[src/rtl/qbert_pkg.sv]
// Shared jump codes, controller state type and cube indexing for the Q*bert jump controller.
package qbert_pkg;

  localparam logic [2:0] JUMP_NONE = 3'b000;
  localparam logic [2:0] JUMP_DR   = 3'b001;
  localparam logic [2:0] JUMP_DL   = 3'b010;
  localparam logic [2:0] JUMP_UR   = 3'b011;
  localparam logic [2:0] JUMP_UL   = 3'b100;

  typedef enum logic [2:0] {
    ST_INIT  = 3'd0,
    ST_IDLE  = 3'd1,
    ST_ISSUE = 3'd2,
    ST_MOVE  = 3'd3,
    ST_LAND  = 3'd4,
    ST_OVER  = 3'd5
  } ctrl_state_t;

  // Cubes are numbered row by row from the apex: row r starts at r(r+1)/2.
  function automatic int cube_index(input int row, input int col);
    return (row * (row + 1)) / 2 + col;
  endfunction

endpackage

[src/rtl/qbert_cube_index.sv]
// Combinational jump target lookup: from cube (row,col) and a jump code, gives the
// one-hot target cube, its row/col, and whether the jump falls off the pyramid.
module qbert_cube_index
  import qbert_pkg::*;
#(
  parameter int N_ROWS = 7,
  parameter int N_cube = 28,
  parameter int RW     = 4
) (
  input  logic [RW-1:0]     row,
  input  logic [RW-1:0]     col,
  input  logic [2:0]        code,
  output logic [N_cube-1:0] target,
  output logic              bad,
  output logic [RW-1:0]     tgt_row,
  output logic [RW-1:0]     tgt_col
);

  always_comb begin
    tgt_row = row;
    tgt_col = col;
    bad     = 1'b0;
    case (code)
      JUMP_DR: begin
        bad     = (row == RW'(N_ROWS - 1));
        tgt_row = row + 1'b1;
        tgt_col = col + 1'b1;
      end
      JUMP_DL: begin
        bad     = (row == RW'(N_ROWS - 1));
        tgt_row = row + 1'b1;
      end
      // Going up keeps the column, so the rightmost cube of a row has no up-right neighbour.
      JUMP_UR: begin
        bad     = (row == '0) || (col == row);
        tgt_row = row - 1'b1;
      end
      JUMP_UL: begin
        bad     = (row == '0) || (col == '0);
        tgt_row = row - 1'b1;
        tgt_col = col - 1'b1;
      end
      default: ;
    endcase

    target = '0;
    if (code != JUMP_NONE && !bad)
      target = N_cube'(1) << cube_index(int'(tgt_row), int'(tgt_col));
  end

endmodule

[src/rtl/qbert_jump_ctrl.sv]
// Q*bert jump controller: turns button edges into jump requests, tracks position and lives.
// Optional visited-cube tracking is enabled by defining QBERT_CUBE_VISIT_EN.
module qbert_jump_ctrl
  import qbert_pkg::*;
#(
  parameter int N_ROWS      = 7,
  parameter int N_cube      = 28,
  parameter int LIVES       = 3,
  parameter int ACK_TIMEOUT = 262144
) (
  input  logic              clk,
  input  logic              reset,
  input  logic              btn_dr,
  input  logic              btn_dl,
  input  logic              btn_ur,
  input  logic              btn_ul,
  input  logic              e_start,
  input  logic              done_move,
  output logic              e_start_qb,
  output logic [2:0]        e_jump_qb,
  output logic [N_cube-1:0] e_next_qb,
  output logic [N_cube-1:0] position_qb,
  output logic              e_bad_jump,
  output logic [1:0]        lives,
  output logic              game_over,
  output logic              busy,
  output logic              ack_timeout,
  output logic [N_cube-1:0] visited_mask,
  output logic              all_visited
);

  localparam int RW = $clog2(N_ROWS) + 1;
  localparam int TW = (ACK_TIMEOUT > 1) ? $clog2(ACK_TIMEOUT) : 1;
  localparam logic [TW-1:0] TO_LAST = TW'(ACK_TIMEOUT - 1);

  ctrl_state_t       state_reg;
  logic              e_start_qb_reg;
  logic [2:0]        jump_reg;
  logic [N_cube-1:0] next_reg;
  logic              bad_reg;
  logic [N_cube-1:0] pos_reg;
  logic [RW-1:0]     row_reg, col_reg;
  logic [RW-1:0]     pend_row_reg, pend_col_reg;
  logic [1:0]        lives_reg;
  logic              over_reg;
  logic [TW-1:0]     cnt_reg;
  logic [3:0]        btn_prev_reg;

  logic [3:0]        btn_now;
  logic [3:0]        rise;
  logic [2:0]        sel_code;
  logic [N_cube-1:0] tgt_onehot;
  logic              tgt_bad;
  logic [RW-1:0]     tgt_row, tgt_col;

  assign btn_now = {btn_dr, btn_dl, btn_ur, btn_ul};
  assign rise    = btn_now & ~btn_prev_reg;

  always_comb begin
    sel_code = JUMP_NONE;
    if (rise[3])      sel_code = JUMP_DR;
    else if (rise[2]) sel_code = JUMP_DL;
    else if (rise[1]) sel_code = JUMP_UR;
    else if (rise[0]) sel_code = JUMP_UL;
  end

  qbert_cube_index #(
    .N_ROWS (N_ROWS),
    .N_cube (N_cube),
    .RW     (RW)
  ) u_cube_index (
    .row     (row_reg),
    .col     (col_reg),
    .code    (sel_code),
    .target  (tgt_onehot),
    .bad     (tgt_bad),
    .tgt_row (tgt_row),
    .tgt_col (tgt_col)
  );

  always_ff @(posedge clk or negedge reset) begin
    if (!reset) begin
      state_reg      <= ST_INIT;
      e_start_qb_reg <= 1'b0;
      jump_reg       <= JUMP_NONE;
      next_reg       <= '0;
      bad_reg        <= 1'b0;
      pos_reg        <= N_cube'(1);
      row_reg        <= '0;
      col_reg        <= '0;
      pend_row_reg   <= '0;
      pend_col_reg   <= '0;
      lives_reg      <= 2'(LIVES);
      over_reg       <= 1'b0;
      cnt_reg        <= '0;
      btn_prev_reg   <= '0;
    end else begin
      // Edge history always follows the buttons, so edges seen outside IDLE are lost.
      btn_prev_reg   <= btn_now;
      e_start_qb_reg <= 1'b0;
      case (state_reg)
        ST_INIT: begin
          pos_reg        <= N_cube'(1);
          row_reg        <= '0;
          col_reg        <= '0;
          e_start_qb_reg <= 1'b1;
          state_reg      <= ST_IDLE;
        end
        ST_IDLE: begin
          if (e_start) begin
            lives_reg <= 2'(LIVES);
            over_reg  <= 1'b0;
            state_reg <= ST_INIT;
          end else if (sel_code != JUMP_NONE) begin
            jump_reg     <= sel_code;
            next_reg     <= tgt_onehot;
            bad_reg      <= tgt_bad;
            pend_row_reg <= tgt_row;
            pend_col_reg <= tgt_col;
            cnt_reg      <= '0;
            state_reg    <= ST_ISSUE;
          end
        end
        ST_ISSUE: begin
          if (!done_move) begin
            state_reg <= ST_MOVE;
          end else if (cnt_reg == TO_LAST) begin
            jump_reg  <= JUMP_NONE;
            next_reg  <= '0;
            bad_reg   <= 1'b0;
            state_reg <= ST_IDLE;
          end else begin
            cnt_reg <= cnt_reg + 1'b1;
          end
        end
        ST_MOVE: begin
          if (done_move) state_reg <= ST_LAND;
        end
        ST_LAND: begin
          jump_reg <= JUMP_NONE;
          next_reg <= '0;
          bad_reg  <= 1'b0;
          if (!bad_reg) begin
            pos_reg   <= next_reg;
            row_reg   <= pend_row_reg;
            col_reg   <= pend_col_reg;
            state_reg <= ST_IDLE;
          end else if (lives_reg == 2'd1) begin
            lives_reg <= 2'd0;
            over_reg  <= 1'b1;
            state_reg <= ST_OVER;
          end else begin
            lives_reg      <= lives_reg - 2'd1;
            pos_reg        <= N_cube'(1);
            row_reg        <= '0;
            col_reg        <= '0;
            e_start_qb_reg <= 1'b1;
            state_reg      <= ST_IDLE;
          end
        end
        ST_OVER: begin
          if (e_start) begin
            lives_reg <= 2'(LIVES);
            over_reg  <= 1'b0;
            state_reg <= ST_INIT;
          end
        end
        default: state_reg <= ST_INIT;
      endcase
    end
  end

  assign e_start_qb  = e_start_qb_reg;
  assign e_jump_qb   = jump_reg;
  assign e_next_qb   = next_reg;
  assign e_bad_jump  = bad_reg;
  assign position_qb = pos_reg;
  assign lives       = lives_reg;
  assign game_over   = over_reg;
  assign busy        = (state_reg == ST_ISSUE) || (state_reg == ST_MOVE) || (state_reg == ST_LAND);
  // Fires during the last ISSUE cycle the layer is allowed to acknowledge in.
  assign ack_timeout = (state_reg == ST_ISSUE) && done_move && (cnt_reg == TO_LAST);

`ifdef QBERT_CUBE_VISIT_EN
  logic [N_cube-1:0] visited_reg;

  always_ff @(posedge clk or negedge reset) begin
    if (!reset)
      visited_reg <= N_cube'(1);
    else if (state_reg == ST_INIT)
      visited_reg <= N_cube'(1);
    else if (state_reg == ST_LAND && !bad_reg)
      visited_reg <= visited_reg | next_reg;
  end

  assign visited_mask = visited_reg;
  assign all_visited  = &visited_reg;
`else
  assign visited_mask = '0;
  assign all_visited  = 1'b0;
`endif

endmodule

[config.mk]
export PLATFORM = sky130hd
export DESIGN_NAME = qbert_jump_ctrl
export DESIGN_NICKNAME = d
export VERILOG_FILES = /design/src/rtl/qbert_pkg.sv /design/src/rtl/qbert_cube_index.sv /design/src/rtl/qbert_jump_ctrl.sv
export SDC_FILE = /design/constraint.sdc
export NUM_CORES = 1
export LEC_CHECK = 0
export ABC_AREA = 0
export CAP_MARGIN = 0
export CORE_AREA = 2 2 117 119
export DETAILED_ROUTE_END_ITERATION = 8
export DIE_AREA = 0 0 119 121
export GPL_TIMING_DRIVEN = 0
export PLACE_DENSITY = 0.67
export SLEW_MARGIN = 5
export SYNTH_ARGS = -nofsm -noshare
export SYNTH_HDL_FRONTEND = slang
export SYNTH_SLANG_ARGS = --single-unit
[constraint.sdc]
create_clock -name clk -period 10.6 [get_ports clk]
set_input_delay 2.12 -clock clk [delete_from_list [all_inputs] [get_ports clk]]
set_output_delay 2.12 -clock clk [all_outputs]
set_load 0.01 [all_outputs]
==> flow_metrics.tcl, run 1 <==
set metrics [dict create \
    drt_iter0_drc 435 \
    drt-wirelength-per-cell_um 16.1 \
    slew-limit-headroom_pct 33.1 \
    initial_utilization_pct 45.1 \
    max_slew_violations 0 \
    slowest_stage "sky130_fd_sc_hd__nor3b_1" \
    layout.cells.non_filler 861 \
    cts_root_buffer "sky130_fd_sc_hd__clkbuf_16" \
    final_nets 730 \
    tritoncts "built" \
    insertion_delay_ps 350 \
    cts_resized 0 \
    synthDistinctLibCells 58 \
    yosys_most_used_dff "sky130_fd_sc_hd__dfrtp_1" \
    setup-tns-final_ps 0 \
    fp-row-count 42 \
    slowest_delay_ps 840 \
    grt_pass1_wl_mm 23.1 \
    timing_worst_setup_path_type "in2reg" \
    worst_slew_pin_slew_ps 1000 \
    synth_seq_cells 105 \
    yosys_warnings 0 \
    fp.dieH_um 121 \
    setup_repair_after_global_routing_missed_its_margin "no" \
    finalCriticalPeriod_ps 8810 \
    post_synth_instance_area_sq_um 5900 \
    post_synth.cell_area_avg_sq_um 10.4 \
    place.detailed.instances 845 \
    drtPass1Iterations 5 \
    timing.final.crit_share_pct 83.1 \
    final.setup_skew_ps 7.91 \
    final.fill_count 1110 \
    vias 4672 \
    fp.dieArea_sq_um 14400 \
    crit_path_frequent_cell "sky130_fd_sc_hd__ha_1" \
    grt_overflow 0 \
    syn_to_final_growth_pct 23.5 \
    p_leak_nw 3.45 \
    cts.htree.levels 3 \
    cells_traversed_along_the_worst_timing_path "clkdlybuf4s50_1 > nor2b_1 > clkbuf_1 > a211oi_1 > fa_1 > mux2i_1 > inv_1 > ha_1 > nor2_1 > ha_1 > inv_1 > fa_1 > fa_1 > inv_1 > ha_1 > xor2_1 > ha_1 > a21oi_1 > xnor2_1 > nor3b_1 > a22o_1" \
    core_region_area_sq_um 13100 \
    syn_inst 566 \
    final_core_utilization_pct 55.7 \
    outcome "finished clean" \
    drive_above_1_share_pct 10.1 \
    synth_largest_area_cell "sky130_fd_sc_hd__dfrtp_1" \
    cts_hold_buffers 0 \
    yosys-top-cells-area "sky130_fd_sc_hd__dfrtp_1 (43%), sky130_fd_sc_hd__a22o_1 (9.3%), sky130_fd_sc_hd__ha_1 (7.0%)" \
    hold_viol_final 0 \
    synth_seq_area_share_pct 44.6 \
    multi_input_area_sq_um 3000 \
    ir_drop_mv 0.114 \
    routed_vias_inst 5.43 \
    setup.worst_path.start_class "primary input" \
    floorplan.io_pins 103 \
    initial_antenna_violation_count 0 \
    final_antenna_net_count 0 \
    synth-edff-count 0 \
    worst_setup_path_end_kind "flip-flop" \
    worst_ep_arrival_time_ps 9100 \
    placement_setup_slack_ps 1500 \
    route.final.wire_length_mm 13.9 \
    finalWorstSetupSlack_ps 1790 \
    yosysTopAreaCellShare_pct 43.2 \
    cts.reportedPaths.clkPinSlew_ps 70 \
    max_clock_freq_ghz 0.114 \
    layout_common_cells "sky130_fd_sc_hd__dfrtp_1 (102), sky130_fd_sc_hd__clkdlybuf4s50_1 (72), sky130_fd_sc_hd__a22o_1 (63)" \
    grt_start_max_net_pins 67 \
    routabilityCongestion 0.816 \
    numClockSinks 105 \
    final_common_cell "sky130_fd_sc_hd__dfrtp_1" \
    place.detailed.hpwl_mm 10.4 \
    power.density_nw_per_um2 221 \
    insertedDiodeCount 0 \
    first_global_vias 4511 \
    area.sequential_sq_um 2630 \
    io_buffers 73 \
    timing.hold.worst.class "reg2reg" \
    cts.path.max_buffers 2 \
    crit_fanout 9 \
    drt_drc_violations_left 0 \
    cts_made_buffers 9 \
    groute.usage.overall_pct 19.9 \
    die_width_um 119 \
    finalSetupViolations 0 \
    synth_async_sr_flop_share_pct 100 \
    worst_ep_required_time_ps 10890 \
    post_cts.repair.setup_buffers 0 \
    cap_violations 0 \
]
==> worst max-delay path, delay by kind of cell <==
family	cells	cell delay, ps
adder cells (fa/ha/maj)	7	3000
AO/OA/AOI/OAI	3	1160
AND/OR/NAND/NOR	3	1040
buffers and inverters	5	930
multiplexers	1	490
XOR/XNOR	2	370
==> synth_stat cells, drive strengths merged, types with 6 or more instances <==
master / n
and2: 6
or3: 12
clkbuf: 21
fa: 9
dfrtp: 102
a22o: 63
a21oi: 26
and3: 13
xnor2: 13
nor3: 8
mux2i: 7
inv: 23
nor2: 36
buf: 31
nand3: 7
xor2: 8
a21o: 8
or4: 8
nand2b: 7
nand2: 31
nand4: 7
o21ai: 26
nor4: 6
ha: 33
nor2b: 6
==> final cells by class <==
type,instances,area share [%]
inverter,23,1.18
clock inverter,5,0.618
buffer,52,4.17
tap,176,3.02
sequential,105,36.1
multi-input combinational,414,41.1
timing repair buffer,75,10.5
clock buffer,11,3.33
==> cell families after synthesis <==
| kind of cell | count (synthesis) | share of synthesized area, % |
|---|---|---|
| xor gates and xnor gates | 21 | 3.24 |
| buffers and inverters | 75 | 6.61 |
| and+or+nand+nor | 157 | 14.1 |
| DFF | 105 | 44.6 |
| muxes | 12 | 2.14 |
| AOI/OAI and AO/OA | 153 | 19.2 |
| adders and majority gates | 42 | 10.0 |
| other | 1 | 0.0635 |
==> final timing paths <==
path                                    to            start  depth (start not counted)  slack [ps]
min                        pend_row_reg[2]  pend_row_reg[2]                          2         480
max                          e_next_qb[13]           btn_dl                         21        1790
min in group asynchronous      cnt_reg[13]            reset                          1        1760
min reg2reg                pend_row_reg[2]  pend_row_reg[2]                          2         480
max in group asynchronous   position_qb[0]            reset                          2        8110
max reg2reg                  e_next_qb[13]  btn_prev_reg[0]                         19        3720
==> metal layers <==
layer	vias up	track usage, %	wire length, um
met5	-	0	0
met4	0	6.10	169
met3	11	2.44	474
met2	95	32.4	6590
met1	2321	28.0	6630
li1	2245	-	-
==> power breakdown <==
group / switching [W] / total (W) / internal, W
Combinational: 0.000489 / 0.000776 / 0.000287
Sequential: 0.0000520 / 0.000511 / 0.000459
Clock: 0.000158 / 0.000328 / 0.000170
Total: 0.000699 / 0.00161 / 0.000916
==> stage by stage <==
stage | area [sq um] | total power (W) | hold slack [ps]
after floorplan | 6010 | 0.00104 | 447
after global placement | 6960 | 0.00126 | 463
after detailed placement | 7000 | 0.00129 | 471
after CTS | 7290 | 0.00162 | 488
after global routing | 7290 | 0.00173 | 512
final | 7290 | 0.00161 | 482
(Power assumes the default switching activity.)
==> run 2, diff against run 1 <==
--- a/config.mk
+++ b/config.mk
@@ -11,7 +11,7 @@
 export DETAILED_ROUTE_END_ITERATION = 8
 export DIE_AREA = 0 0 119 121
 export GPL_TIMING_DRIVEN = 0
-export PLACE_DENSITY = 0.67
+export PLACE_DENSITY = 0.69
 export SLEW_MARGIN = 5
 export SYNTH_ARGS = -nofsm -noshare
 export SYNTH_HDL_FRONTEND = slang
==> constraint.sdc (replaced) <==
create_clock -name clk -period 7.9 [get_ports clk]
set_input_delay 1.58 -clock clk [delete_from_list [all_inputs] [get_ports clk]]
set_output_delay 1.58 -clock clk [all_outputs]
set_load 0.01 [all_outputs]
==> run 2 against run 1 <==
  * Register-to-register slack worse by 2100 ps
  * Sequential power increased by 34%
  * Critical path type unchanged
  * Final area grew 0.91%
  * Highest routed layer unchanged
  * Worst setup slack worse by 1400 ps
  * Cell count is 0.23% higher
  * Wire length rose by 2.8%
  * Count of clock-buffer cells in the layout shrank 1
  * Total power increased by 36%
  * Combinational power is 39% higher
==> flow_metrics.tcl, run 2 (same netlist as run 1, synthesis figures left out) <==
set metrics [dict create \
    outcome "finished clean" \
    drt-wirelength-per-cell_um 16.5 \
    ir_drop_mv 0.153 \
    route.final.wire_length_mm 14.2 \
    timing_worst_setup_path_type "in2reg" \
    first_global_vias 4657 \
    power.density_nw_per_um2 298 \
    finalCriticalPeriod_ps 7560 \
    core_region_area_sq_um 13100 \
    max_slew_violations 0 \
    cts.path.max_buffers 2 \
    grt_start_max_net_pins 72 \
    fp-row-count 42 \
    worst_setup_path_end_kind "flip-flop" \
    numClockSinks 105 \
    io_buffers 73 \
    hold_viol_final 0 \
    final_antenna_net_count 0 \
    cts.htree.levels 3 \
    final_common_cell "sky130_fd_sc_hd__dfrtp_1" \
    grtUsageMet3_pct 2.73 \
    slowest_delay_ps 540 \
    initial_antenna_violation_count 0 \
    setup-tns-final_ps 0 \
    p_leak_nw 3.47 \
    worst_ep_arrival_time_ps 7850 \
    grt_pass1_wl_mm 23.9 \
    tritoncts "built" \
    max_clock_freq_ghz 0.132 \
    slew-limit-headroom_pct 47.1 \
    global_route.usage.met2_pct 33.5 \
    cts.reportedPaths.clkPinSlew_ps 70 \
    drive_above_1_share_pct 12.2 \
    final.fill_count 1125 \
    routed_vias_inst 5.50 \
    fp.dieH_um 121 \
    slowest_stage "sky130_fd_sc_hd__fa_1" \
    worst_ep_required_time_ps 8190 \
    insertion_delay_ps 350 \
    drt_drc_violations_left 0 \
    vias 4745 \
    finalSetupViolations 0 \
    drtPass1Iterations 5 \
    timing.hold.worst.class "reg2reg" \
    routabilityCongestion 0.837 \
    place.detailed.hpwl_mm 10.6 \
    layout.cells.non_filler 863 \
    cells_traversed_along_the_worst_timing_path "clkdlybuf4s50_1 > nor2b_1 > clkbuf_2 > a211oi_4 > ha_1 > a21o_1 > a21oi_1 > mux2i_1 > xor2_2 > xnor2_1 > or2_2 > fa_1 > fa_1 > inv_1 > ha_1 > a21o_1 > a221o_1 > or4_4 > a221oi_4 > and3_2 > a22o_1" \
    cts_made_buffers 9 \
    cts_hold_buffers 0 \
    timing.final.crit_share_pct 95.7 \
    crit_fanout 9 \
    initial_utilization_pct 45.1 \
    drt_iter0_drc 350 \
    setup.worst_path.start_class "primary input" \
    global_route.usage.met1_pct 28.9 \
    grt_overflow 0 \
    die_width_um 119 \
    fp.dieArea_sq_um 14400 \
    floorplan.io_pins 103 \
    final_nets 732 \
    final.setup_skew_ps 9.69 \
    setup_repair_after_global_routing_missed_its_margin "no" \
    cap_violations 0 \
    groute.usage.overall_pct 20.7 \
    layout_common_cells "sky130_fd_sc_hd__dfrtp_1 (102), sky130_fd_sc_hd__clkdlybuf4s50_1 (72), sky130_fd_sc_hd__a22o_1 (63)" \
    syn_to_final_growth_pct 24.7 \
    grt-busiest-layer "met2" \
    worst_slew_pin_slew_ps 787 \
    place.detailed.instances 845 \
    insertedDiodeCount 0 \
    cts_root_buffer "sky130_fd_sc_hd__clkbuf_16" \
]
-- run 2: cell types whose count changed in the layout (fill, tap and decap cells not counted), sizes merged --
cell,delta
inv,+1
clkbuf,-1
buf,+2
-- run 2: stage by stage --
step           utilization (%)  area, sq um  total power (W)  hold slack (ps)  setup slack [ps]
6_report                  56.2         7360          0.00219              489               342
5_1_grt                   56.2         7360          0.00236              504              5.18
4_1_cts                   55.7         7290          0.00218              493              66.0
3_5_place_dp              53.5         7000          0.00174              468              -766
3_3_place_gp              53.2         6960          0.00169              462              -611
2_1_floorplan                -         6010          0.00140              447               701
-- run 2: what timing repair did --
action | in CTS | in global routing
pin swaps | 0 | 2
resized for setup | 4 | 12
endpoints found under the setup margin | 28 | 28
buffers inserted | 0 | 2
-- run 2: worst max-delay path: cells and delay by family --
| kind | cells | cell delay, ps |
|---|---|---|
| AND/OR/NAND/NOR | 4 | 1310 |
| XOR/XNOR | 2 | 490 |
| multiplexers | 1 | 330 |
| adder cells (fa/ha/maj) | 4 | 1640 |
| AO/OA/AOI/OAI | 7 | 1840 |
| buffers and inverters | 3 | 650 |
-- run 2: final timing paths --
kind	cells after the start	startpoint	slack [ps]	to
worst min register to register	2	pend_row_reg[2]	490	pend_row_reg[2]
worst max register to register	19	btn_prev_reg[0]	1660	e_next_qb[26]
worst min-delay path	2	pend_row_reg[2]	490	pend_row_reg[2]
max in group asynchronous	2	reset	6000	lives[1]
worst max-delay path	21	btn_dl	340	e_next_qb[26]
min in group asynchronous	1	reset	1180	cnt_reg[15]
-- run 2: power breakdown --
group	internal, W	switching (W)	total, W	leakage [nW]
Clock	0.000218	0.000210	0.000428	0.134
Combinational	0.000404	0.000673	0.00108	1.91
Sequential	0.000616	0.0000708	0.000687	1.43
Total	0.00124	0.000953	0.00219	3.47
-- run 2: final cells by class --
class | count | area (sq um) | area share, %
Timing Repair Buffer | 77 | 778 | 10.6
Clock buffer | 10 | 229 | 3.11
Tap cell | 176 | 220 | 2.99
Multi-Input combinational cell | 414 | 3060 | 41.6
Buffer | 52 | 305 | 4.15
Sequential cell | 105 | 2630 | 35.8
Clock inverter | 6 | 47.5 | 0.646
Inverter | 23 | 86.3 | 1.17
-- run 2: metal layers --
metal	up-vias	share of wire, %
met5	-	0
met4	0	1.3
met3	13	4.6
met2	140	49
met1	2343	45
li1	2249	-
==> run 3, diff against run 2 <==
--- a/config.mk
+++ b/config.mk
@@ -16,3 +16,4 @@
 export SYNTH_ARGS = -nofsm -noshare
 export SYNTH_HDL_FRONTEND = slang
 export SYNTH_SLANG_ARGS = --single-unit
+export TNS_END_PERCENT = 5
==> results of run 3 <==
The final DEF is identical to that of run 2; final timing and power are the same.
